**config.mk**
```make
export PLATFORM = sky130hd
export DESIGN_NAME = game_master_fsm_param
export DESIGN_NICKNAME = d
export VERILOG_FILES = /design/src/rtl/game_master_pkg.sv /design/src/rtl/game_key_edge_detect.sv /design/src/rtl/game_master_fsm_param.sv
export SDC_FILE = /design/constraint.sdc
export NUM_CORES = 1
export LEC_CHECK = 0
export BUFFER_PORTS_ARGS = -buffer_cell sky130_fd_sc_hd__buf_2
export CORE_MARGIN = 2
export CORE_UTILIZATION = 50
export CTS_CLUSTER_SIZE = 28
export DETAILED_ROUTE_END_ITERATION = 6
export GPL_ROUTABILITY_DRIVEN = 1
export PLACE_DENSITY_LB_ADDON = 0.12
export SLEW_MARGIN = 20
export SYNTH_ARGS = -nofsm -noshare
export SYNTH_HDL_FRONTEND = slang
export SYNTH_HIERARCHICAL = 1
export SYNTH_SLANG_ARGS = --single-unit
```
**constraint.sdc**
```tcl
create_clock -name clk -period 3.6 [get_ports clk]
set_clock_uncertainty 0.2 [all_clocks]
set_input_delay 0.9 -clock clk [delete_from_list [all_inputs] [get_ports clk]]
set_output_delay 0.9 -clock clk [all_outputs]
set_load 0.01 [all_outputs]
```
**src/rtl/game_master_pkg.sv**
```systemverilog
// game_master_pkg: shared states and helpers for the shooter game master.
package game_master_pkg;
  typedef enum logic [2:0] {START_GAME, START_ROUND, AIM, SHOOT, END_ROUND, END_GAME} state_t;
  function automatic int lives_w(int n);
    return $clog2(n + 1);
  endfunction
  function automatic int score_max(int w);
    return (1 << w) - 1;
  endfunction
  function automatic logic any_hit(logic [7:0] v);
    return |v;
  endfunction
endpackage

```
**src/rtl/game_key_edge_detect.sv**
```systemverilog
// game_key_edge_detect: rising-edge pulse of a level key, register seeded with RESET_LEVEL.
module game_key_edge_detect #(
  parameter logic RESET_LEVEL = 1'b1
) (
  input  logic clk,
  input  logic rst,
  input  logic key,
  output logic rise
);
  logic key_q;
  always_ff @(posedge clk)
    key_q <= rst ? RESET_LEVEL : key;
  assign rise = key & ~key_q;
endmodule

```
**src/rtl/game_master_fsm_param.sv**
```systemverilog
// game_master_fsm_param: round/score/lives sequencer with registered strobes decoded from the next state.
module game_master_fsm_param
  import game_master_pkg::*;
#(
  parameter int N_TARGETS = 3,
  parameter int SCORE_W = 4,
  parameter int WIN_SCORE = 3,
  parameter int N_LIVES = 3,
  localparam int LIVES_W = lives_w(N_LIVES)
) (
  input  logic                 clk,
  input  logic                 rst,
  input  logic                 launch_key,
  input  logic [N_TARGETS-1:0] target_within_screen,
  input  logic                 bullet_within_screen,
  input  logic                 torpedo_within_screen,
  input  logic                 collision,
  input  logic [N_TARGETS-1:0] target_hit,
  input  logic                 end_of_game_timer_running,
  output logic [N_TARGETS-1:0] target_write_xy,
  output logic [N_TARGETS-1:0] target_write_dxy,
  output logic [N_TARGETS-1:0] target_enable_update,
  output logic                 bullet_write_xy,
  output logic                 bullet_write_dxy,
  output logic                 bullet_enable_update,
  output logic                 torpedo_write_xy,
  output logic                 torpedo_write_dxy,
  output logic                 torpedo_enable_update,
  output logic                 end_of_game_timer_start,
  output logic [SCORE_W-1:0]   score,
  output logic [LIVES_W-1:0]   lives,
  output logic                 game_won,
  output logic                 game_over
);
  if (WIN_SCORE < 1 || WIN_SCORE > score_max(SCORE_W)) begin : g_bad_win
    $error("WIN_SCORE out of range for SCORE_W");
  end
  if (N_TARGETS < 1 || N_TARGETS > 8 || N_LIVES < 1) begin : g_bad_cfg
    $error("N_TARGETS or N_LIVES out of range");
  end
  state_t state, next_state;
  logic fresh, timer_seen, launch_edge, timeout, lost, hit, off_screen, do_hit, do_miss;
  logic [LIVES_W-1:0] lives_dec;
  game_key_edge_detect #(.RESET_LEVEL(1'b1)) u_key (
    .clk(clk), .rst(rst), .key(launch_key), .rise(launch_edge)
  );
  always_comb begin
    timeout = timer_seen & ~end_of_game_timer_running;
    lost = timeout | collision;
    hit = any_hit(8'(target_hit));
    off_screen = ~&target_within_screen | ~bullet_within_screen | ~torpedo_within_screen;
    lives_dec = lives - LIVES_W'(lives != '0);
    next_state = state;
    case (state)
      START_GAME:  next_state = fresh ? START_GAME : START_ROUND;
      START_ROUND: next_state = AIM;
      AIM:         next_state = lost ? END_GAME : launch_edge ? SHOOT : AIM;
      SHOOT:       next_state = lost ? END_GAME : hit ? END_ROUND :
                                off_screen ? (lives_dec == '0 ? END_GAME : START_ROUND) : SHOOT;
      END_ROUND:   next_state = score == SCORE_W'(WIN_SCORE) ? END_GAME : START_ROUND;
      END_GAME:    next_state = launch_edge ? START_GAME : END_GAME;
      default:     next_state = START_GAME;
    endcase
    do_hit = state == SHOOT && !lost && hit;
    do_miss = state == SHOOT && !lost && !hit && off_screen;
  end
  // fresh holds START_GAME for one extra edge so reset is followed by a timer-start pulse
  always_ff @(posedge clk) begin
    if (rst) begin
      state <= START_GAME;
      fresh <= 1'b1;
      timer_seen <= 1'b0;
      score <= '0;
      lives <= LIVES_W'(N_LIVES);
      game_won <= 1'b0;
      game_over <= 1'b0;
      end_of_game_timer_start <= 1'b0;
      target_write_xy <= '0;
      target_write_dxy <= '0;
      target_enable_update <= '0;
      bullet_write_xy <= 1'b0;
      bullet_write_dxy <= 1'b0;
      bullet_enable_update <= 1'b0;
      torpedo_write_xy <= 1'b0;
      torpedo_write_dxy <= 1'b0;
      torpedo_enable_update <= 1'b0;
    end else begin
      state <= next_state;
      fresh <= 1'b0;
      timer_seen <= (state != START_GAME) & (timer_seen | end_of_game_timer_running);
      score <= next_state == START_GAME ? '0 : do_hit && score != '1 ? score + SCORE_W'(1) : score;
      lives <= next_state == START_GAME ? LIVES_W'(N_LIVES) : do_miss ? lives_dec : lives;
      game_won <= next_state != START_GAME && (game_won || (state == END_ROUND && next_state == END_GAME));
      game_over <= next_state == END_GAME;
      end_of_game_timer_start <= next_state == START_GAME;
      target_write_xy <= {N_TARGETS{next_state == START_ROUND}};
      target_write_dxy <= {N_TARGETS{next_state == START_ROUND}};
      target_enable_update <= {N_TARGETS{next_state == AIM || next_state == SHOOT}};
      bullet_write_xy <= next_state == START_ROUND;
      bullet_write_dxy <= next_state == SHOOT && state != SHOOT;
      bullet_enable_update <= next_state == SHOOT;
      torpedo_write_xy <= next_state == START_ROUND;
      torpedo_write_dxy <= next_state == SHOOT && state != SHOOT;
      torpedo_enable_update <= next_state == SHOOT;
    end
  end
endmodule

```
# ---- Yosys cells after proc, flatten, opt, wreduce, memory -nomap -nowiden
# Index checks and enable logic that the tools add are counted.
dict set report totals {
  output_inout_bits 24
  inputBits 13
  word_cells 72
  register_bits 20
}
dict set report classes {
  n_addsub 2
  reduce_logical 22
  n_bitwise 11
  n_mux 11
  n_eq_ne 12
}
# op n
set ops {}
lappend ops {{2-to-1 mux 3 bit} 7}
lappend ops {{case mux 3 bit (6 select lines)} 1}
lappend ops {{equality test 3 x 2 -> 1 bit, second input constant} 4}
lappend ops {{equality test 3 bit, second input constant} 3}
lappend ops {{logical AND 1 bit} 8}
lappend ops {{equality test 3 x 1 -> 1 bit, second input constant} 2}
lappend ops {{logical NOT 3 bit} 2}
lappend ops {{nonzero test 3 bit} 2}
lappend ops {{adder 4 x 1 -> 4 bit, second input constant} 1}
lappend ops {{equality test 4 x 2 -> 1 bit, second input constant} 1}
lappend ops {{!= test 4 bit, second input constant} 1}
lappend ops {{NOT 1 bit} 4}
lappend ops {{OR 1 bit} 4}
lappend ops {{bitwise AND 1 bit} 3}
lappend ops {{logical NOT 1 bit} 3}
lappend ops {{2-to-1 mux 1 bit} 3}
lappend ops {{!= test 3 x 2 -> 1 bit, second input constant} 1}
lappend ops {{AND reduction 3 bit} 1}
lappend ops {{OR reduction 3 bit} 1}
lappend ops {{logical NOT 2 bit} 1}
lappend ops {{logical OR 1 bit} 2}
lappend ops {{nonzero test 2 bit} 1}
lappend ops {{OR reduction 2 bit} 1}
lappend ops {{subtractor 2 x 1 -> 2 bit} 1}

# ---- Depth between registers and ports, before layout
dict set report depth {
  depth_word 12
  mapped_depth 7
  depth_no_buf 6
}

# ---- Modules after synthesis
# Netlist, hierarchy kept.
# mod cells_per_inst seq_area_each_um2 n_inst area_per_inst_um2
set by_module_without_submodules {}
lappend by_module_without_submodules {game_master_fsm_param 100 360.3 1 917.1}
lappend by_module_without_submodules {game_key_edge_detect 3 20.0 1 32.5}

# ---- Least setup slack after synthesis
# No wires, ideal clock.
dict set report synth_path {
  path_type {in2reg}
  startpoint {in launch_key}
  endpoint {reg lives[1]}
  path_slack_ps 1035
  stages 7
  setup_ps 122
  path_buffers 1
  arrival_time_ps 2243
  required_ps 3278
  cell_sequence {nor2b_1 nand2b_1 or3b_1 o211a_1 and3_1 buf_6 a221o_1}
}
dict set report synth_between {
  elab_chain_len 6
  elab_cells_between_ends 7
  cone_classes {4 x mux; 1 x bitwise; 2 x reduce/logical}
}
# item line
set synth_rtl {}
lappend synth_rtl {{start: declaration} game_master_fsm_param.sv:13} ;# input logic launch_key,
lappend synth_rtl {{bitwise AND 1 bit *} game_key_edge_detect.sv:13} ;# assign rise = key & ~key_q;
lappend synth_rtl {{2-to-1 mux 1 bit} game_master_fsm_param.sv:57} ;# AIM: next_state = lost ? END_GAME : launch_edge ? SHOOT : AIM;
lappend synth_rtl {{2-to-1 mux 3 bit} game_master_fsm_param.sv:57}
lappend synth_rtl {{case mux 3 bit (6 select lines) *} game_master_fsm_param.sv:54} ;# case (state)
lappend synth_rtl {{logical NOT 3 bit *} game_master_fsm_param.sv:92} ;# lives <= next_state == START_GAME ? LIVES_W'(N_LIVES) : do_miss ? lives_dec : lives;
lappend synth_rtl {{OR reduction 2 bit (no line) *} --}
lappend synth_rtl {{end signal: assignment} game_master_fsm_param.sv:74} ;# lives <= LIVES_W'(N_LIVES);
lappend synth_rtl {{end signal: assignment} game_master_fsm_param.sv:92}
lappend synth_rtl {{end: declaration} game_master_fsm_param.sv:31} ;# output logic [LIVES_W-1:0] lives,
# Every way passes the cells marked *; elsewhere a longest branch is shown, timed or not.
# A chain may end at the register's enable or synchronous reset.

# ---- Worst setup path in the final report
dict set report layout_path {
  startpoint {in launch_key}
  endpoint {reg lives[1]}
}
dict set report layout_between {
  elab_chain_len 6
  elab_cells_between_ends 7
  cone_classes {4 x mux; 1 x bitwise; 2 x reduce/logical}
}
# item line
set layout_rtl {}
lappend layout_rtl {{bitwise AND 1 bit *} game_key_edge_detect.sv:13}
lappend layout_rtl {{via launch_edge} game_master_fsm_param.sv:42} ;# logic fresh, timer_seen, launch_edge, timeout, lost, hit, off_screen, do_hit, do_miss;
lappend layout_rtl {{2-to-1 mux 1 bit} game_master_fsm_param.sv:57}
lappend layout_rtl {{2-to-1 mux 3 bit} game_master_fsm_param.sv:57}
lappend layout_rtl {{case mux 3 bit (6 select lines) *} game_master_fsm_param.sv:54}
lappend layout_rtl {{logical NOT 3 bit *} game_master_fsm_param.sv:92}
lappend layout_rtl {{OR reduction 2 bit (no line) *} --}
# Mark *: on every way through the listed nets, which the timed path passes. The rest lies on a longest branch.

==> flow_summary.toml <==
[clock_network]
clkTransAtPathRegs_ns = 0.11
cts_made_buffers = 3
clockBufferDepth = 2
cts_tree = "done"
cts_sinks = 19
htree_num_levels = 1
cts_hold_buf = 0
post_cts_buffers = 0
root_buffer = "clkbuf_4"
cts_resized = 0
clk_latency_ns = 0.29

[worst_setup_path]
required_ns = 3.59
r2r_setup_slack_ns = 1.55
crit_type = "input pin to flop"
reg2regPathDepth = 5
path_max_fanout = 7
crit_chain = "buf_2 > nor2b_1 > nand2b_1 > or3b_1 > o211a_1 > and3_1 > a221o_1"
cp_num_buf_inv = 1
cp-start-kind = "input pin"
r2r_start = "state[0]$_SDFF_PP0_"
critical-path-top-delay-family = "simple AND/OR/NAND/NOR gates"
end_kind = "flop"
r2r-end = "score[3]$_SDFFE_PP0P_"
max_stage_delay_ns = 0.38
cp_slowest_cell = "or3b_1"
arrival_ns = 2.40

[synthesis]
synth_ff_type = "dfxtp_1"
ys_types = 43
synth_edf_count = 0
async_flop_share_pct = 0
yosys-top-cells-area = "dfxtp_1, buf_4, a221oi_1"
yosysWarnings = 6
synth_top_cell_by_area = "dfxtp_1"
syn_nets = 117
postSynthCellCount = 103
syn-cell-area_um2 = 950
synth_top_area_share_pct = 40.1
synth_seq_cells = 19
yosysMostFrequentCell = "dfxtp_1"
synth_area_per_cell_um2 = 9.22
synth-seq-area-share_pct = 40.1
yosys-top-cells-count = "dfxtp_1, buf_4, nor2_1, a221oi_1, inv_1"

[timing]
rsz0062_at_grt = "false"
tightest_slew_ns = 0.434
slew-limit-headroom_pct = 70.8
tns_ns = 0
setup_viol = 0
hold_violations = 0
postLayoutSetupSlackWorst_ns = 1.19
slew_violations = 0
fmax_mhz = 415
finalCritPeriodShare_pct = 67.0
period_needed_ns = 2.41

[place]
hpwl_um = 1380
port-buffer-count = 36
gp_congestion = 0.751
dp_slack_ns = 0.887

[route]
drt_iter0_drc = 9
viasPerCell = 5.32
drt_pre_antenna_iters = 4
wl_um = 1760
drcViolationCount = 0
ant_nets = 0
vias = 814
avgRoutedWirePerCell_um = 11.5

[die]
die-width_um = 47.6
ios = 37
start_util_pct = 53.8
dieArea_mm2 = 0.00226
fp.dieH_um = 47.6
rows = 15
core_mm2 = 0.00176

[global_route]
grt_util_met3_pct = 3.77
antenna_found_initial = 0
grt_pass1_vias = 696
track_usage_pct = 17.8
grt_max_degree = 16
gr-usage-met2_pct = 29.7
use_met1_pct = 22.8
grt-busiest-layer = "met2"
grt_pass1_wl_um = 2840
overflow = 0

[min_path]
hold_start = "game_won$_SDFF_PP0_"
whs_endpoint = "game_won$_SDFF_PP0_"
worstHoldPathType = "flop to flop"
whs_path_depth = 2

[pwr]
power_mw = 0.498
ir_drop_mv = 0.192
p_leak_nw = 0.484
p_per_area_mw_per_mm2 = 463

[status]
status = "complete, no violations"

[cells_and_area]
final_nets = 143
area.growth.synth_to_final_pct = 13.2
drive_above_1_share_pct = 34.4
n_antenna_cell = 0

[job]
maxCapViolCount = 0
==> placed cells by master (no fill, tap or decap), types with 2 or more instances in the layout <==
cell and instances:
or3_1 2, nor2b_1 2, clkbuf_4 3, nand2_1 3, a211oi_1 3, nand3b_1 2
or2_1 2, nor2_1 9, a21oi_1 3, nor3_1 3, dfxtp_1 19, and2_1 2
o21ai_0 2, nand2b_1 2, a221oi_1 4, nand3_1 3, inv_1 4, buf_2 36
==> worst max path at each step <==
| stage | start | endpoint | slack (ns) | depth (start not counted) |
|---|---|---|---|---|
| global route | launch_key | lives[1]$_SDFFE_PP1P_ | 1.12 | 7 |
| finish | launch_key | lives[1]$_SDFFE_PP1P_ | 1.19 | 7 |
| floorplan | launch_key | lives[1]$_SDFFE_PP1P_ | 1.03 | 7 |
| detailed placement | launch_key | lives[1]$_SDFFE_PP1P_ | 0.89 | 7 |
| CTS | launch_key | lives[1]$_SDFFE_PP1P_ | 1.20 | 7 |
| global placement | launch_key | lives[1]$_SDFFE_PP1P_ | 0.91 | 7 |
==> cell families (layout without fill, tap and decap cells) <==
logic type / after synthesis / count (layout) / share of synthesized area [%]
compound gates: 21 / 21 / 17.0
xor+xnor: 1 / 1 / 0.922
fa+ha+maj: 1 / 1 / 1.32
buf+inv: 19 / 44 / 13.6
flops: 19 / 19 / 40.1
mux: 1 / 1 / 1.05
simple gates: 41 / 41 / 26.1
==> per-layer routing <==
metal	part of all wire [%]	routed length (um)
met2	44	778
met3	7.7	135
met1	47	833
met5	0	0
met4	0.74	13
==> sequential cells by signal, indices dropped and copies added, names as in the netlist <==
signal,flops
score,4
state,3
lives,2
end_of_game_timer_start,1
fresh,1
game_over,1
game_won,1
target_enable_update,1
timer_seen,1
torpedo_enable_update,1
torpedo_write_dxy,1
torpedo_write_xy,1
u_key/key_q,1
==> power by group <==
part | switching [mW] | leakage [nW] | internal (mW)
Sequential | 0.0192 | 0.155 | 0.230
Clock | 0.0631 | 0.0177 | 0.0413
Combinational | 0.0858 | 0.311 | 0.0579
==> worst reg2reg max path, delay by kind of cell, from the launching register on <==
kind / cells / cell delay [ns]
DFF: 1 / 0.50
AOI/OAI and AO/OA: 1 / 0.26
and+or+nand+nor: 4 / 1.00
==> through the flow <==
step / hold WS (ns) / utilization (%) / instance area (um2) / instances
after floorplan: 0.278 / - / 950 / 103
after global placement: 0.274 / 59.4 / 1050 / 149
after detailed placement: 0.272 / 59.4 / 1050 / 149
after CTS: 0.287 / 60.9 / 1070 / 153
after global routing: 0.311 / 60.9 / 1070 / 153
final: 0.284 / 60.9 / 1070 / 153
==> cell type report <==
cell class	instances	area (um2)
sequential	19	380
timing repair buffer	36	180
clock inverter	1	5.00
fill	191	689
inverter	4	15.0
multi-input combinational	65	440
clock buffer	3	22.5
tap	25	31.3
(Power assumes the default switching activity.)
